File: config.mk
export PLATFORM = sky130hd
export DESIGN_NAME = alu_issue_stage
export DESIGN_NICKNAME = d
export VERILOG_FILES = /design/src/rtl/alu_pkg.sv /design/src/rtl/alu_issue_skid.sv /design/src/rtl/alu_issue_stage.sv
export SDC_FILE = /design/constraint.sdc
export NUM_CORES = 1
export LEC_CHECK = 0
export ABC_CLOCK_PERIOD_IN_PS = 2300
export CORE_UTILIZATION = 30
export CTS_CLUSTER_SIZE = 20
export DETAILED_ROUTE_END_ITERATION = 8
export PLACE_DENSITY = 0.58
export SLEW_MARGIN = 20
export SYNTH_ARGS = -nofsm -noshare
export SYNTH_HDL_FRONTEND = slang
export SYNTH_SLANG_ARGS = --single-unit
File: constraint.sdc
create_clock -name clk -period 2.3 [get_ports clk]
set_input_delay 0.23 -clock clk [delete_from_list [all_inputs] [get_ports clk]]
set_output_delay 0.23 -clock clk [all_outputs]
set_load 0.005 [all_outputs]
File: src/rtl/alu_pkg.sv
// Shared types for the ALU issue stage: ALU op codes, RV32I opcode constants,
// the issue packet carried through the skid buffer, and the skid FSM states.
package alu_pkg;

  localparam int ALU_XLEN = 32;

  typedef enum logic [3:0] {
    ALU_ADD  = 4'd0,
    ALU_SUB  = 4'd1,
    ALU_SLL  = 4'd2,
    ALU_SLT  = 4'd3,
    ALU_SLTU = 4'd4,
    ALU_XOR  = 4'd5,
    ALU_SRL  = 4'd6,
    ALU_SRA  = 4'd7,
    ALU_OR   = 4'd8,
    ALU_AND  = 4'd9
  } alu_op_e;

  localparam logic [6:0] OPC_OP     = 7'b0110011;
  localparam logic [6:0] OPC_OP_IMM = 7'b0010011;
  localparam logic [6:0] OPC_LUI    = 7'b0110111;
  localparam logic [6:0] OPC_AUIPC  = 7'b0010111;

  localparam logic [6:0] F7_BASE = 7'b0000000;
  localparam logic [6:0] F7_ALT  = 7'b0100000;

  typedef struct packed {
    logic [ALU_XLEN-1:0] op1;
    logic [ALU_XLEN-1:0] op2;
    alu_op_e             alu_op;
    logic [4:0]          rd;
    logic                rd_we;
    logic                illegal;
  } issue_pkt_t;

  typedef enum logic [1:0] {
    S_EMPTY = 2'd0,
    S_ONE   = 2'd1,
    S_TWO   = 2'd2
  } skid_state_e;

  // funct3 -> ALU op; alt selects SUB/SRA for the funct3 codes that have one.
  function automatic alu_op_e f3_to_op(input logic [2:0] f3, input logic alt);
    alu_op_e op;
    case (f3)
      3'b000:  op = alt ? ALU_SUB : ALU_ADD;
      3'b001:  op = ALU_SLL;
      3'b010:  op = ALU_SLT;
      3'b011:  op = ALU_SLTU;
      3'b100:  op = ALU_XOR;
      3'b101:  op = alt ? ALU_SRA : ALU_SRL;
      3'b110:  op = ALU_OR;
      default: op = ALU_AND;
    endcase
    return op;
  endfunction

endpackage

File: src/rtl/alu_issue_skid.sv
// Two-entry skid buffer for issue packets: main register drives the outputs,
// skid register catches the entry accepted while the consumer stalls.
module alu_issue_skid
  import alu_pkg::*;
(
  input  logic       clk,
  input  logic       rst,
  input  logic       flush,
  input  logic       in_valid,
  output logic       in_ready,
  input  issue_pkt_t in_pkt,
  output logic       out_valid,
  input  logic       out_ready,
  output issue_pkt_t out_pkt
);

  skid_state_e state, state_nxt;
  issue_pkt_t  main_q, skid_q;
  logic        load_main, load_skid, main_from_skid;
  logic        accept, consume;

  // Ready depends only on registered state so it never combinationally loops upstream.
  assign in_ready  = (state != S_TWO);
  assign out_valid = (state != S_EMPTY);
  assign out_pkt   = main_q;

  assign accept  = in_valid && in_ready;
  assign consume = out_valid && out_ready;

  always_comb begin
    state_nxt      = state;
    load_main      = 1'b0;
    load_skid      = 1'b0;
    main_from_skid = 1'b0;
    if (flush) begin
      state_nxt = S_EMPTY;
    end else begin
      case (state)
        S_EMPTY: begin
          if (accept) begin
            state_nxt = S_ONE;
            load_main = 1'b1;
          end
        end
        S_ONE: begin
          if (accept && consume) begin
            load_main = 1'b1;
          end else if (accept) begin
            state_nxt = S_TWO;
            load_skid = 1'b1;
          end else if (consume) begin
            state_nxt = S_EMPTY;
          end
        end
        S_TWO: begin
          if (consume) begin
            state_nxt      = S_ONE;
            load_main      = 1'b1;
            main_from_skid = 1'b1;
          end
        end
        default: state_nxt = S_EMPTY;
      endcase
    end
  end

  always_ff @(posedge clk) begin
    if (rst) begin
      state  <= S_EMPTY;
      main_q <= '0;
      skid_q <= '0;
    end else begin
      state <= state_nxt;
      if (load_main) main_q <= main_from_skid ? skid_q : in_pkt;
      if (load_skid) skid_q <= in_pkt;
    end
  end

endmodule

File: src/rtl/alu_issue_stage.sv
// RV32I ALU-class decode/issue: builds operands and ALU op from the instruction,
// then hands the packet to a 2-entry skid buffer facing the execute stage.
module alu_issue_stage
  import alu_pkg::*;
#(
  parameter int XLEN = ALU_XLEN
) (
  input  logic            clk,
  input  logic            rst,
  input  logic            flush,
  input  logic            in_valid,
  output logic            in_ready,
  input  logic [31:0]     instr,
  input  logic [XLEN-1:0] pc,
  input  logic [XLEN-1:0] rs1_data,
  input  logic [XLEN-1:0] rs2_data,
  output logic            out_valid,
  input  logic            out_ready,
  output logic [XLEN-1:0] op1,
  output logic [XLEN-1:0] op2,
  output logic [3:0]      alu_op,
  output logic [4:0]      rd,
  output logic            rd_we,
  output logic            illegal
);

  logic [6:0]  opcode, f7;
  logic [2:0]  f3;
  logic [4:0]  rd_idx;
  logic        legal;
  issue_pkt_t  dec_pkt, out_pkt;
  logic        unused_rs1_idx;

  assign opcode = instr[6:0];
  assign rd_idx = instr[11:7];
  assign f3     = instr[14:12];
  assign f7     = instr[31:25];
  // Source indices are resolved by the register file; only their data arrives here.
  assign unused_rs1_idx = ^instr[19:15];

  always_comb begin
    dec_pkt        = '0;
    legal          = 1'b0;
    dec_pkt.alu_op = ALU_ADD;
    case (opcode)
      OPC_OP: begin
        dec_pkt.op1 = rs1_data;
        dec_pkt.op2 = rs2_data;
        if (f7 == F7_BASE) begin
          legal          = 1'b1;
          dec_pkt.alu_op = f3_to_op(f3, 1'b0);
        end else if (f7 == F7_ALT && (f3 == 3'b000 || f3 == 3'b101)) begin
          legal          = 1'b1;
          dec_pkt.alu_op = f3_to_op(f3, 1'b1);
        end
      end
      OPC_OP_IMM: begin
        dec_pkt.op1 = rs1_data;
        dec_pkt.op2 = XLEN'($signed(instr[31:20]));
        case (f3)
          3'b001:  legal = (f7 == F7_BASE);
          3'b101:  legal = (f7 == F7_BASE) || (f7 == F7_ALT);
          default: legal = 1'b1;
        endcase
        // Only the shift-right encoding has an alternate form; ADDI never becomes SUB.
        dec_pkt.alu_op = f3_to_op(f3, (f3 == 3'b101) && (f7 == F7_ALT));
      end
      OPC_LUI: begin
        legal       = 1'b1;
        dec_pkt.op2 = XLEN'($signed({instr[31:12], 12'b0}));
      end
      OPC_AUIPC: begin
        legal       = 1'b1;
        dec_pkt.op1 = pc;
        dec_pkt.op2 = XLEN'($signed({instr[31:12], 12'b0}));
      end
      default: legal = 1'b0;
    endcase
    if (!legal) begin
      dec_pkt.op1    = '0;
      dec_pkt.op2    = '0;
      dec_pkt.alu_op = ALU_ADD;
    end
    dec_pkt.rd      = rd_idx;
    dec_pkt.rd_we   = legal && (rd_idx != 5'd0);
    dec_pkt.illegal = !legal;
  end

  alu_issue_skid u_skid (
    .clk       (clk),
    .rst       (rst),
    .flush     (flush),
    .in_valid  (in_valid),
    .in_ready  (in_ready),
    .in_pkt    (dec_pkt),
    .out_valid (out_valid),
    .out_ready (out_ready),
    .out_pkt   (out_pkt)
  );

  assign op1     = out_pkt.op1;
  assign op2     = out_pkt.op2;
  assign alu_op  = out_pkt.alu_op;
  assign rd      = out_pkt.rd;
  assign rd_we   = out_pkt.rd_we;
  assign illegal = out_pkt.illegal;

endmodule

==> results list <==
- Site row count: 57
- The number of antenna violations at the first check in global routing came to 1.
- Setup repair after global routing left no endpoint under its margin.
* Post-route minimum period: between 1.5 and 2 ns
- The synthesized design devotes to its leading area cell type approximately 41% of total area.
- Clk root buf: sky130_fd_sc_hd__clkbuf_16
* Worst slack, placed: -0.125 ns
- Maximum clock frequency: 503 MHz
* I/O pin count: 210
- Count of TritonRoute iterations in the first routing pass: 7
- Total Routing Usage GR: about a fifth
* Type of origin of the critical path: input port
- Counting the buffers created by CTS gives 17.
- Number of gates given a new drive strength after cts: 0
- Outcome: finished clean
- In the routed design, unresolved DRC markers number 0.
* Total detailed-routing wirelength: ~26000 um
- Compared with the post-synthesis result, the final layout area differs by 46.7%.
- Power spread over the standard cell area amounts to 629 nW/um^2.
- For this configuration, the core starts out at a cell density of a little over 30%.
- Count of clock tree sinks: approximately 150
* Final-report hold violation count: 0
- Counting flops with a built-in enable in the synthesized netlist gives 0.
* Proportion of register bits with asynchronous set or reset after synthesis: 0%
* Final worst clock skew: around 0.013 ns
* Die extent in x: 159 um
- At the later pin of the worst-skew pair, clock insertion delay measures 0.43 ns.
- Static Leakage: around 3.8 nW
* Average vias per placed instance: 5.19
- Final setup vio count: 0
* Post-synthesis register bit count: 152
- Number of warnings issued by yosys: 0
- Total setup buffers inserted after CTS: 0
- Summing all placed instances gives a cell area of between 10000 and 15000 um^2.
* Largest cells by area after synthesis: sky130_fd_sc_hd__dfxtp_1 41%, sky130_fd_sc_hd__nand2_1 6.9%, sky130_fd_sc_hd__o21ai_0 5.9%, sky130_fd_sc_hd__nor2_1 4.9%, sky130_fd_sc_hd__clkbuf_1 3.8%
* Cells along the critical path: clkdlybuf4s50_1, nor4_4, nand2_1, a211oi_4, buf_12, nand4_4, buf_12, o21ai_0
* Vias in the first global route: between 7000 and 8000
* Final weighted congestion in routability-driven placement: 0.802
- Vias post-DR: about 7700
- Critical path class: input port to register
- In this run, the number of DRC markers left after iteration 0 of detailed routing was approximately 500.
* H-Tree Depth: 4
- Entering global routing, the biggest net connects 47 pins.
* Routed len/inst: 17.8 um
- CTS tree: built
- The post-route netlist has under 10% of its cells at a drive strength greater than 1.
* Worst Path Max Fanout: 46
- Final Cell Area: ~11000 um^2
- In this run, post-CTS hold repair placed 0 buffers.
- Critical path required time: ~2.6 ns
* Data arrival at the endpoint of the critical path: roughly 2.3 ns
- Summed over all nets, the half-perimeter wirelength after detailed placement is roughly 19000 um.
* Slew of the pin with the lowest slew margin: approximately 0.40 ns
- Die area: about 25000 um^2
* Flip-flop cell with the highest count after synthesis: sky130_fd_sc_hd__dfxtp_1
- Port buffering added 209 buffers.
- Endpoint class of the critical path: register
- Clock-pin slew was measured on the worst setup and hold paths at ~0.06 ns.
- The floorplan step set the die height to 159 um.
* Net total in the final layout: approximately 1300
- After technology mapping, the gate count stands at between 900 and 1000.
- For this run the aggregate overflow at the end of global routing stands at 0.
- CP max stage delay: approximately 0.5 ns
- After floorplanning, the core was sized to cover ~24000 um^2.
* Setup WS post-layout: 0.311 ns
- Highest-delay cell along the critical path: sky130_fd_sc_hd__clkdlybuf4s50_1
- Slew Limit Headroom: 72.8%
- The detail route stage leaves a number of antenna-violating nets equal to 0.
- Cell seen most often among critical-path stages: sky130_fd_sc_hd__buf_12
- Sequential cells were found to cover about two fifths of the synthesized design area.
- Dividing the final minimum period by the clock period gives roughly 86%.
* Worst reg2reg path depth: 8
* Mean area per synthesized cell: between 7 and 8 um^2
- Post-synthesis instance area: 7440 um^2
* Global-route wire length before repair: 41400 um
- Across the VDD grid, the largest voltage drop is roughly 0.5 mV.
- The number of pins exceeding their max-slew limit in the final report was 0.
* Max Cap Violations: 0
- Synthesized netlist net count: approximately 1100
- Bufs on Longest Clock Path: 2
* WHS Path Cells: 2
* Distinct cells, synth: between 50 and 60
- The synthesized design spends more area on one cell type than any other, namely sky130_fd_sc_hd__dfxtp_1.
- The min-delay analysis places its worst path in the category input port to register.
- Fill cells in the final layout number between 2000 and 2500.
sequential cells by signal, indices dropped and copies added (netlist names):
name and count:
u_skid.out_pkt 75, u_skid.state 2, u_skid.skid_q 75
critical path, delay by kind of cell:
family / cells / cell delay (ns)
AND/OR/NAND/NOR: 3 / 0.68
AO/OA/AOI/OAI: 2 / 0.52
buffers and inverters: 3 / 0.88
synthesized netlist by cell type (3+ instances only):
| master | instances |
|---|---|
| sky130_fd_sc_hd__o21ai_1 | 14 |
| sky130_fd_sc_hd__nand2_1 | 137 |
| sky130_fd_sc_hd__a31oi_1 | 3 |
| sky130_fd_sc_hd__nor3_1 | 39 |
| sky130_fd_sc_hd__nand4_1 | 19 |
| sky130_fd_sc_hd__a211oi_1 | 4 |
| sky130_fd_sc_hd__inv_1 | 3 |
| sky130_fd_sc_hd__a221oi_1 | 32 |
| sky130_fd_sc_hd__or3_1 | 11 |
| sky130_fd_sc_hd__o31ai_1 | 12 |
| sky130_fd_sc_hd__buf_1 | 7 |
| sky130_fd_sc_hd__buf_2 | 15 |
| sky130_fd_sc_hd__and3b_1 | 28 |
| sky130_fd_sc_hd__a22oi_1 | 13 |
| sky130_fd_sc_hd__clkbuf_1 | 75 |
| sky130_fd_sc_hd__mux2i_1 | 12 |
| sky130_fd_sc_hd__a2111oi_0 | 3 |
| sky130_fd_sc_hd__a21oi_1 | 38 |
| sky130_fd_sc_hd__nand2b_1 | 8 |
| sky130_fd_sc_hd__a311oi_1 | 27 |
| sky130_fd_sc_hd__o21ai_0 | 87 |
| sky130_fd_sc_hd__o22ai_1 | 11 |
| sky130_fd_sc_hd__nor2_1 | 97 |
| sky130_fd_sc_hd__nand3_1 | 4 |
| sky130_fd_sc_hd__o211ai_1 | 29 |
| sky130_fd_sc_hd__nor2b_1 | 39 |
| sky130_fd_sc_hd__dfxtp_1 | 152 |
power breakdown:
group          switching (W)  total (W)  leakage (nW)  internal (W)
sequential         0.0000431    0.00275          1.23       0.00271
clock                0.00109    0.00306         0.305       0.00197
combinational       0.000496    0.00106          2.27      0.000561
worst paths after layout:
| check | from | endpoint | slack (ns) |
|---|---|---|---|
| max | instr[25] | u_skid.skid_q[32] | 0.31 |
| min | rst | u_skid.skid_q[10] | 0.20 |
| max reg2reg | u_skid.state[1] | u_skid.skid_q[32] | 0.54 |
| min reg2reg | u_skid.skid_q[39] | u_skid.skid_q[39] | 0.45 |
layout by cell type (no fill, tap or decap), drive strengths merged, types with 2 or more instances in the layout:
cell,n
a2111oi,3
a211oi,5
a21oi,38
a221oi,32
a22oi,13
a311oi,27
a31oi,3
and2,2
and3b,28
buf,71
bufinv,5
clkbuf,21
clkdlybuf4s50,206
clkinv,2
dfxtp,152
inv,3
mux2i,12
nand2,137
nand2b,8
nand3,5
nand3b,2
nand4,20
nor2,97
nor2b,39
nor3,39
nor3b,2
o211ai,29
o21ai,101
o221ai,2
o22ai,11
o31ai,13
o32ai,2
or3,11
kinds of logic after synthesis:
| kind of cell | count (synthesis) | synth area share [%] |
|---|---|---|
| AO/OA/AOI/OAI | 282 | 24.9 |
| flip-flops | 152 | 40.9 |
| XOR/XNOR | 2 | 0.236 |
| buffers and inverters | 102 | 5.55 |
| AND/OR/NAND/NOR | 400 | 26.7 |
| multiplexers | 12 | 1.61 |
per-layer routing:
| metal | GRT usage (%) | vias up | wire length, um |
|---|---|---|---|
| li1 | - | 3826 | - |
| met1 | 27.0 | 3574 | 11800 |
| met2 | 34.0 | 272 | 12400 |
| met3 | 5.68 | 23 | 1930 |
| met4 | 4.81 | 0 | 267 |
| met5 | 0 | - | 0 |
area by class of cell:
| type | instances | area, um^2 | share of cell area [%] |
|---|---|---|---|
| repair buffers | 277 | 2790 | 25.6 |
| clock buffers | 21 | 460 | 4.22 |
| flip-flops and latches | 152 | 3040 | 27.9 |
| diodes | 1 | 2.50 | 0.0229 |
| inverters | 3 | 11.3 | 0.103 |
| clock inverters | 8 | 171 | 1.57 |
| well taps | 324 | 405 | 3.72 |
| multi-input cells | 696 | 4020 | 36.9 |
per-stage QoR:
stage               TNS (ns)  utilization (%)  hold WS (ns)  cells  total power [W]
finish                     0             44.9         0.202   1482          0.00686
global route               0             44.8         0.221   1481          0.00714
CTS                        0             44.8         0.192   1481          0.00693
detailed placement     -7.84             42.2         0.437   1452          0.00387
global placement       -3.08             42.2         0.428   1452          0.00387
floorplan                  0                -         0.320    950          0.00323
(Power assumes the default switching activity.)
